$ cat src/rtl/arrow_key_conditioner.sv
// arrow_key_conditioner
//   Purpose : conditions the four raw arrow buttons into single-tick arrow codes
//             for the page modules (synchronise, debounce, edge-detect, queue, deliver).
//   Ports   : clk, rst (async active-low), prog_tick (one-clk strobe per prog_clk period),
//             raw_btn[3:0] {RIGHT,LEFT,DOWN,UP} in; arrow_keys[2:0] (0 = no key),
//             btn_level[3:0] debounced levels, pending[3:0] queued presses out.
//   Option  : define AUTOREPEAT_EN to generate per-button hold counters that re-queue
//             a held button after REPEAT_DELAY ticks and then every REPEAT_PERIOD ticks.
module arrow_key_conditioner #(
  parameter int DB_CYCLES     = 1_000_000,
  parameter int REPEAT_DELAY  = 8,
  parameter int REPEAT_PERIOD = 3
) (
  input  logic       clk,
  input  logic       rst,
  input  logic       prog_tick,
  input  logic [3:0] raw_btn,
  output logic [2:0] arrow_keys,
  output logic [3:0] btn_level,
  output logic [3:0] pending
);

  localparam logic [2:0] KEY_NONE  = 3'd0;
  localparam logic [2:0] KEY_UP    = 3'd1;
  localparam logic [2:0] KEY_DOWN  = 3'd2;
  localparam logic [2:0] KEY_LEFT  = 3'd3;
  localparam logic [2:0] KEY_RIGHT = 3'd4;

  localparam int          CW      = (DB_CYCLES > 1) ? $clog2(DB_CYCLES) : 1;
  localparam logic [CW-1:0] DB_LAST = CW'(DB_CYCLES - 1);

  if (DB_CYCLES < 2 || REPEAT_DELAY < 1 || REPEAT_PERIOD < 1) begin : g_bad_cfg
    $error("arrow_key_conditioner: parameters out of range");
  end

  // ---------------------------------------------------------------------------
  // Two-flop synchroniser. sync_ok marks when sync2 holds real pin data rather
  // than its reset value, so the re-arm logic below cannot be fooled by it.
  // ---------------------------------------------------------------------------
  logic [3:0] sync1, sync2;
  logic [1:0] sync_ok;

  always_ff @(posedge clk or negedge rst) begin
    if (!rst) begin
      sync1   <= '0;
      sync2   <= '0;
      sync_ok <= '0;
    end else begin
      sync1   <= raw_btn;
      sync2   <= sync1;
      sync_ok <= {sync_ok[0], 1'b1};
    end
  end

  // ---------------------------------------------------------------------------
  // Debounce: the level flips only after DB_CYCLES consecutive differing
  // samples. The counter clears at DB_LAST, so it can never wrap.
  // ---------------------------------------------------------------------------
  logic [CW-1:0] db_cnt [4];

  always_ff @(posedge clk or negedge rst) begin
    if (!rst) begin
      btn_level <= '0;
      for (int i = 0; i < 4; i++) db_cnt[i] <= '0;
    end else begin
      for (int i = 0; i < 4; i++) begin
        if (sync2[i] == btn_level[i]) begin
          db_cnt[i] <= '0;
        end else if (db_cnt[i] == DB_LAST) begin
          btn_level[i] <= ~btn_level[i];
          db_cnt[i]    <= '0;
        end else begin
          db_cnt[i] <= db_cnt[i] + 1'b1;
        end
      end
    end
  end

  // ---------------------------------------------------------------------------
  // Press detection. A button held through reset must not produce an event
  // when its debounced level comes up afterwards, so each bit is only armed
  // once the pin has been seen released after reset.
  // ---------------------------------------------------------------------------
  logic [3:0] level_d;
  logic [3:0] armed;
  logic [3:0] press;

  always_ff @(posedge clk or negedge rst) begin
    if (!rst) begin
      level_d <= '0;
      armed   <= '0;
    end else begin
      level_d <= btn_level;
      armed   <= armed | ({4{sync_ok[1]}} & ~sync2 & ~btn_level);
    end
  end

  assign press = btn_level & ~level_d & armed;

  // ---------------------------------------------------------------------------
  // Auto-repeat
  // ---------------------------------------------------------------------------
  logic [3:0] rep_set;

`ifdef AUTOREPEAT_EN
  localparam int            HW        = $clog2(REPEAT_DELAY + 1);
  localparam int            PW        = (REPEAT_PERIOD > 1) ? $clog2(REPEAT_PERIOD) : 1;
  localparam logic [HW-1:0] HOLD_MAX  = HW'(REPEAT_DELAY);
  localparam logic [HW-1:0] HOLD_FIRE = HW'(REPEAT_DELAY - 1);
  localparam logic [PW-1:0] PER_LAST  = PW'(REPEAT_PERIOD - 1);

  // hold_cnt saturates at REPEAT_DELAY; per_cnt then paces the repeats.
  logic [HW-1:0] hold_cnt [4];
  logic [PW-1:0] per_cnt  [4];

  always_ff @(posedge clk or negedge rst) begin
    if (!rst) begin
      for (int i = 0; i < 4; i++) begin
        hold_cnt[i] <= '0;
        per_cnt[i]  <= '0;
      end
    end else begin
      for (int i = 0; i < 4; i++) begin
        if (!btn_level[i] || !armed[i]) begin
          hold_cnt[i] <= '0;
          per_cnt[i]  <= '0;
        end else if (prog_tick) begin
          if (hold_cnt[i] != HOLD_MAX) begin
            hold_cnt[i] <= hold_cnt[i] + 1'b1;
          end else if (per_cnt[i] == PER_LAST) begin
            per_cnt[i] <= '0;
          end else begin
            per_cnt[i] <= per_cnt[i] + 1'b1;
          end
        end
      end
    end
  end

  always_comb begin
    rep_set = '0;
    for (int i = 0; i < 4; i++) begin
      if (btn_level[i] && armed[i] && prog_tick &&
          (hold_cnt[i] == HOLD_FIRE ||
           (hold_cnt[i] == HOLD_MAX && per_cnt[i] == PER_LAST))) begin
        rep_set[i] = 1'b1;
      end
    end
  end
`else
  assign rep_set = '0;
`endif

  // ---------------------------------------------------------------------------
  // Delivery FSM. SHOW always returns to IDLE with a zero code so that two
  // deliveries of the same key are separated by a visible gap.
  // ---------------------------------------------------------------------------
  typedef enum logic {
    S_IDLE,
    S_SHOW
  } state_t;

  state_t     state, state_n;
  logic [2:0] arrow_n;
  logic [3:0] clr;

  always_ff @(posedge clk or negedge rst) begin
    if (!rst) begin
      state      <= S_IDLE;
      arrow_keys <= KEY_NONE;
      pending    <= '0;
    end else begin
      state      <= state_n;
      arrow_keys <= arrow_n;
      // A new press landing on its own delivery tick wins over the clear.
      pending    <= (pending & ~clr) | press | rep_set;
    end
  end

  always_comb begin
    state_n = state;
    arrow_n = arrow_keys;
    clr     = '0;
    if (prog_tick) begin
      case (state)
        S_IDLE: begin
          arrow_n = KEY_NONE;
          if (pending != '0) begin
            state_n = S_SHOW;
            if (pending[0]) begin
              arrow_n = KEY_UP;
              clr     = 4'b0001;
            end else if (pending[1]) begin
              arrow_n = KEY_DOWN;
              clr     = 4'b0010;
            end else if (pending[2]) begin
              arrow_n = KEY_LEFT;
              clr     = 4'b0100;
            end else begin
              arrow_n = KEY_RIGHT;
              clr     = 4'b1000;
            end
          end
        end
        S_SHOW: begin
          state_n = S_IDLE;
          arrow_n = KEY_NONE;
        end
        default: begin
          state_n = S_IDLE;
          arrow_n = KEY_NONE;
        end
      endcase
    end
  end

endmodule

$ cat config.mk
export PLATFORM = sky130hd
export DESIGN_NAME = arrow_key_conditioner
export DESIGN_NICKNAME = d
export VERILOG_FILES = /design/src/rtl/arrow_key_conditioner.sv
export SDC_FILE = /design/constraint.sdc
export NUM_CORES = 1
export LEC_CHECK = 0
export BUFFER_PORTS_ARGS = -buffer_cell sky130_fd_sc_hd__clkbuf_2
export CAP_MARGIN = 25
export CELL_PAD_IN_SITES_DETAIL_PLACEMENT = 1
export CELL_PAD_IN_SITES_GLOBAL_PLACEMENT = 1
export CORE_MARGIN = 1.5
export CORE_UTILIZATION = 40
export DETAILED_ROUTE_END_ITERATION = 10
export PLACE_DENSITY_LB_ADDON = 0.1
export SLEW_MARGIN = 20
export SYNTH_ARGS = -nofsm -noshare
export SYNTH_HDL_FRONTEND = slang
export SYNTH_SLANG_ARGS = --single-unit
export TNS_END_PERCENT = 10
$ cat constraint.sdc
create_clock -name clk -period 1.65 [get_ports clk]
set_input_delay 0.0825 -clock clk [delete_from_list [all_inputs] [get_ports clk]]
set_output_delay 0.0825 -clock clk [all_outputs]
set_load 0.02 [all_outputs]
==> impl_metrics.csv <==
group,metric,value,unit
outcome,status,"finished, violations left",
outcome,violations,"negative setup slack",
logic_synthesis,syn_area_per_cell,10.2,um2
global_routing,antenna_found_initial,0,
die,io_pins,18,
global_routing,use_met2,36.8,%
worst_setup_path,cp-end-kind,"register",
die,die_w,115,um
logic_synthesis,synthXorXnorAreaFrac,9.53,%
worst_setup_path,path_cells,"buf_6 > or4b_4 > o31ai_4 > buf_6 > a21oi_1",
route,drt-wirelength-per-cell,16.0,um
logic_synthesis,synth.distinct_cells,43,
route,drt_iter0_markers,165,
global_routing,met1_usage,25.5,%
timing,fmax,551,MHz
logic_synthesis,syn_inst,494,
logic_synthesis,yosys.area_share.simple,23.8,%
logic_synthesis,synth_top_family_by_area,"simple AND/OR/NAND/NOR gates",
clock_tree,clock-sinks,110,
logic_synthesis,synth_nets,505,
global_routing,grt_pass1_wl,21.6,mm
die,row_count,40,
timing,whs,21.4,ps
die,die_area,0.0133,mm2
logic_synthesis,netlist_area,0.00506,mm2
clock_tree,clockBufferDepth,2,
worst_setup_path,cp.arrival,2040,ps
cells_and_area,antenna_cells,0,
worst_setup_path,critPathMaxFanout,8,
timing,fin_tns_setup,-3380,ps
route,drc,0,
route,avgViaCountPerCell,5.21,
cells_and_area,nNetsFinal,624,
global_routing,met3_usage,4.86,%
power_and_ir_drop,power.leakage,2.78,nW
route,drt_pass1_iterations,5,
cells_and_area,syn2layout_area_growth,30.9,%
clock_tree,clk_pin_slew,70,ps
clock_tree,root_buffer,"clkbuf_16",
worst_setup_path,crit_top_cell,"buf_6",
placement,port-buffer-count,17,
timing,finalCritPeriodShare,110,%
logic_synthesis,synth_compound_area_share,7.30,%
worst_setup_path,worstPathRequired,1880,ps
clock_tree,numCtsBuffers,9,
cells_and_area,drive_gt1_share,28.6,%
global_routing,grt_pass1_vias,4473,
route,vias,4088,
logic_synthesis,synthTopCellsByArea,"dfrtp_1, xnor2_1, nor2_1, xor2_1, nand3_1",
die,die_h,115,um
route,wirelength,12.5,mm
placement,hpwl,8.74,mm
logic_synthesis,synthMuxAreaShare,1.09,%
worst_setup_path,rrSetupSlack,-170,ps
timing,period_needed,1820,ps
clock_tree,cts_tree,"built",
power_and_ir_drop,ir_drop,510,uV
logic_synthesis,seq_area_frac_synth,54.4,%
logic_synthesis,synth-seq-cells,110,
timing,slew_headroom,64.7,%
clock_tree,clock_latency,350,ps
timing,setup_viol,35,
cells_and_area,design_area,0.00662,mm2
global_routing,grt_max_degree,38,
timing,drv_slew,0,
placement,place_area,0.00607,mm2
timing,fin_skew,6.79,ps
global_routing,grt-ovfl-total,0,
route,antenna_left,0,
worst_hold_path,worstHoldPathType,"input port to register",
timing,hold_violations,0,
global_routing,grt_use_total,20.6,%
clock_tree,htreeDepth,3,
cells_and_area,mostFrequentLayoutCells,"dfrtp_1, buf_4, nor2_1, xnor2_1, nand3_1",
worst_setup_path,worstSetupPathType,"register to register",
worst_setup_path,cpPeakStageDelay,540,ps
power_and_ir_drop,power.density,755,mW/mm2
die,core,0.0122,mm2
timing,rsz0062_at_grt,"true",
logic_synthesis,yosys.area.top_type,"dfrtp_1",
die,initial_core_util,41.6,%
placement,gp_congestion,0.743,
worst_setup_path,worst_path_max_delay_cell,"or4b_4",
logic_synthesis,ys_warn_count,0,
cells_and_area,final_common_cell,"dfrtp_1",
logic_synthesis,synthAdderAreaFrac,0.990,%
logic_synthesis,yosysTopAreaCellShare,54.4,%
timing,worst_slack,-166,ps
timing,worst_pin_slew,529,ps
global_routing,top_usage_layer,"met2",
flow_run,drv_cap,0,
worst_setup_path,start_kind,"register",
[layout make-up]
type / instances / area [um2]
Inverter: 21 / 78.8
Timing Repair Buffer: 121 / 940
Tap cell: 168 / 210
Sequential cell: 110 / 2750
Fill cell: 1377 / 5540
Clock inverter: 2 / 10.0
Multi-Input combinational cell: 350 / 2380
Clock buffer: 12 / 246
[worst paths after layout]
check	start	endpoint	depth (start not counted)
worst max-delay path	db_cnt[26]$_DFF_PN0_	db_cnt[31]$_DFF_PN0_	5
min in group asynchronous	rst	armed[3]$_DFF_PN0_	2
worst min register to register	sync_ok[0]$_DFF_PN0_	sync_ok[1]$_DFF_PN0_	0
max in group asynchronous	rst	db_cnt[48]$_DFF_PN0_	3
worst max register to register	db_cnt[26]$_DFF_PN0_	db_cnt[31]$_DFF_PN0_	5
worst min-delay path	prog_tick	arrow_keys[2]$_DFFE_PN0P_	2
[cell usage after synthesis, drive strengths merged]
| master | n |
|---|---|
| ha | 4 |
| nor3 | 14 |
| and4 | 6 |
| o22ai | 2 |
| nor4 | 15 |
| nand2b | 2 |
| nand2 | 23 |
| o31ai | 13 |
| or4b | 2 |
| nor2b | 1 |
| nor4b | 4 |
| or3 | 14 |
| buf | 8 |
| o21ai | 16 |
| mux2i | 1 |
| mux2 | 4 |
| nand4 | 18 |
| nand4b | 3 |
| dfrtp | 110 |
| clkbuf | 5 |
| a32o | 2 |
| a21oi | 22 |
| nor4bb | 1 |
| xnor2 | 34 |
| inv | 21 |
| nand3 | 31 |
| xor2 | 21 |
| nor2 | 70 |
| or4 | 10 |
| nand3b | 2 |
| and2 | 2 |
| conb | 1 |
| a21o | 4 |
| and3 | 8 |
[flip-flops by register name, summed over array words and instances (netlist names)]
name and count:
sync2 4, level_d 4, sync1 4, arrow_keys 3, btn_level 4, db_cnt 80
state 1, sync_ok 2, pending 4, armed 4
[per-layer routing]
layer / vias up / wire [um] / share of wire [%]
li1: 1977 / - / -
met1: 2070 / 5630 / 45
met2: 33 / 6510 / 52
met3: 8 / 301 / 2.4
met4: 0 / 101 / 0.81
met5: - / 0 / 0
[through the flow]
step	total power [W]	cells	setup slack, ps	utilization, %
2_1_floorplan	0.00289	494	-98.0	-
3_3_place_gp	0.00304	761	-110	49.9
3_5_place_dp	0.00305	761	-186	49.9
4_1_cts	0.00506	783	-112	53.4
5_1_grt	0.00523	784	-231	54.4
6_report	0.00500	784	-166	54.4
[logic make-up after synthesis]
logic type / Yosys count
DFF: 110
adders and majority gates: 4
other: 1
buffers and inverters: 34
xor gates and xnor gates: 55
muxes: 5
and+or+nand+nor: 226
AOI/OAI and AO/OA: 59
[power by group]
| part | switching, W | internal, W |
|---|---|---|
| logic | 0.000150 | 0.000108 |
| registers | 0.0000339 | 0.00273 |
| clock network | 0.000930 | 0.00105 |
[worst max-delay path, delay by kind of cell (launching register included)]
family	cells	cell delay, ps
compound gates	2	430
buf+inv	2	320
flops	1	410
simple gates	1	540
[timing repair]
item	CTS	global route
buffers inserted	2	1
endpoints found under the hold margin	37	0
hold buffers	5	0
pin swaps	15	12
gates cloned	1	0
resized for setup	23	26
setup endpoints to repair	68	83
Power figures use the tool's default switching activity.
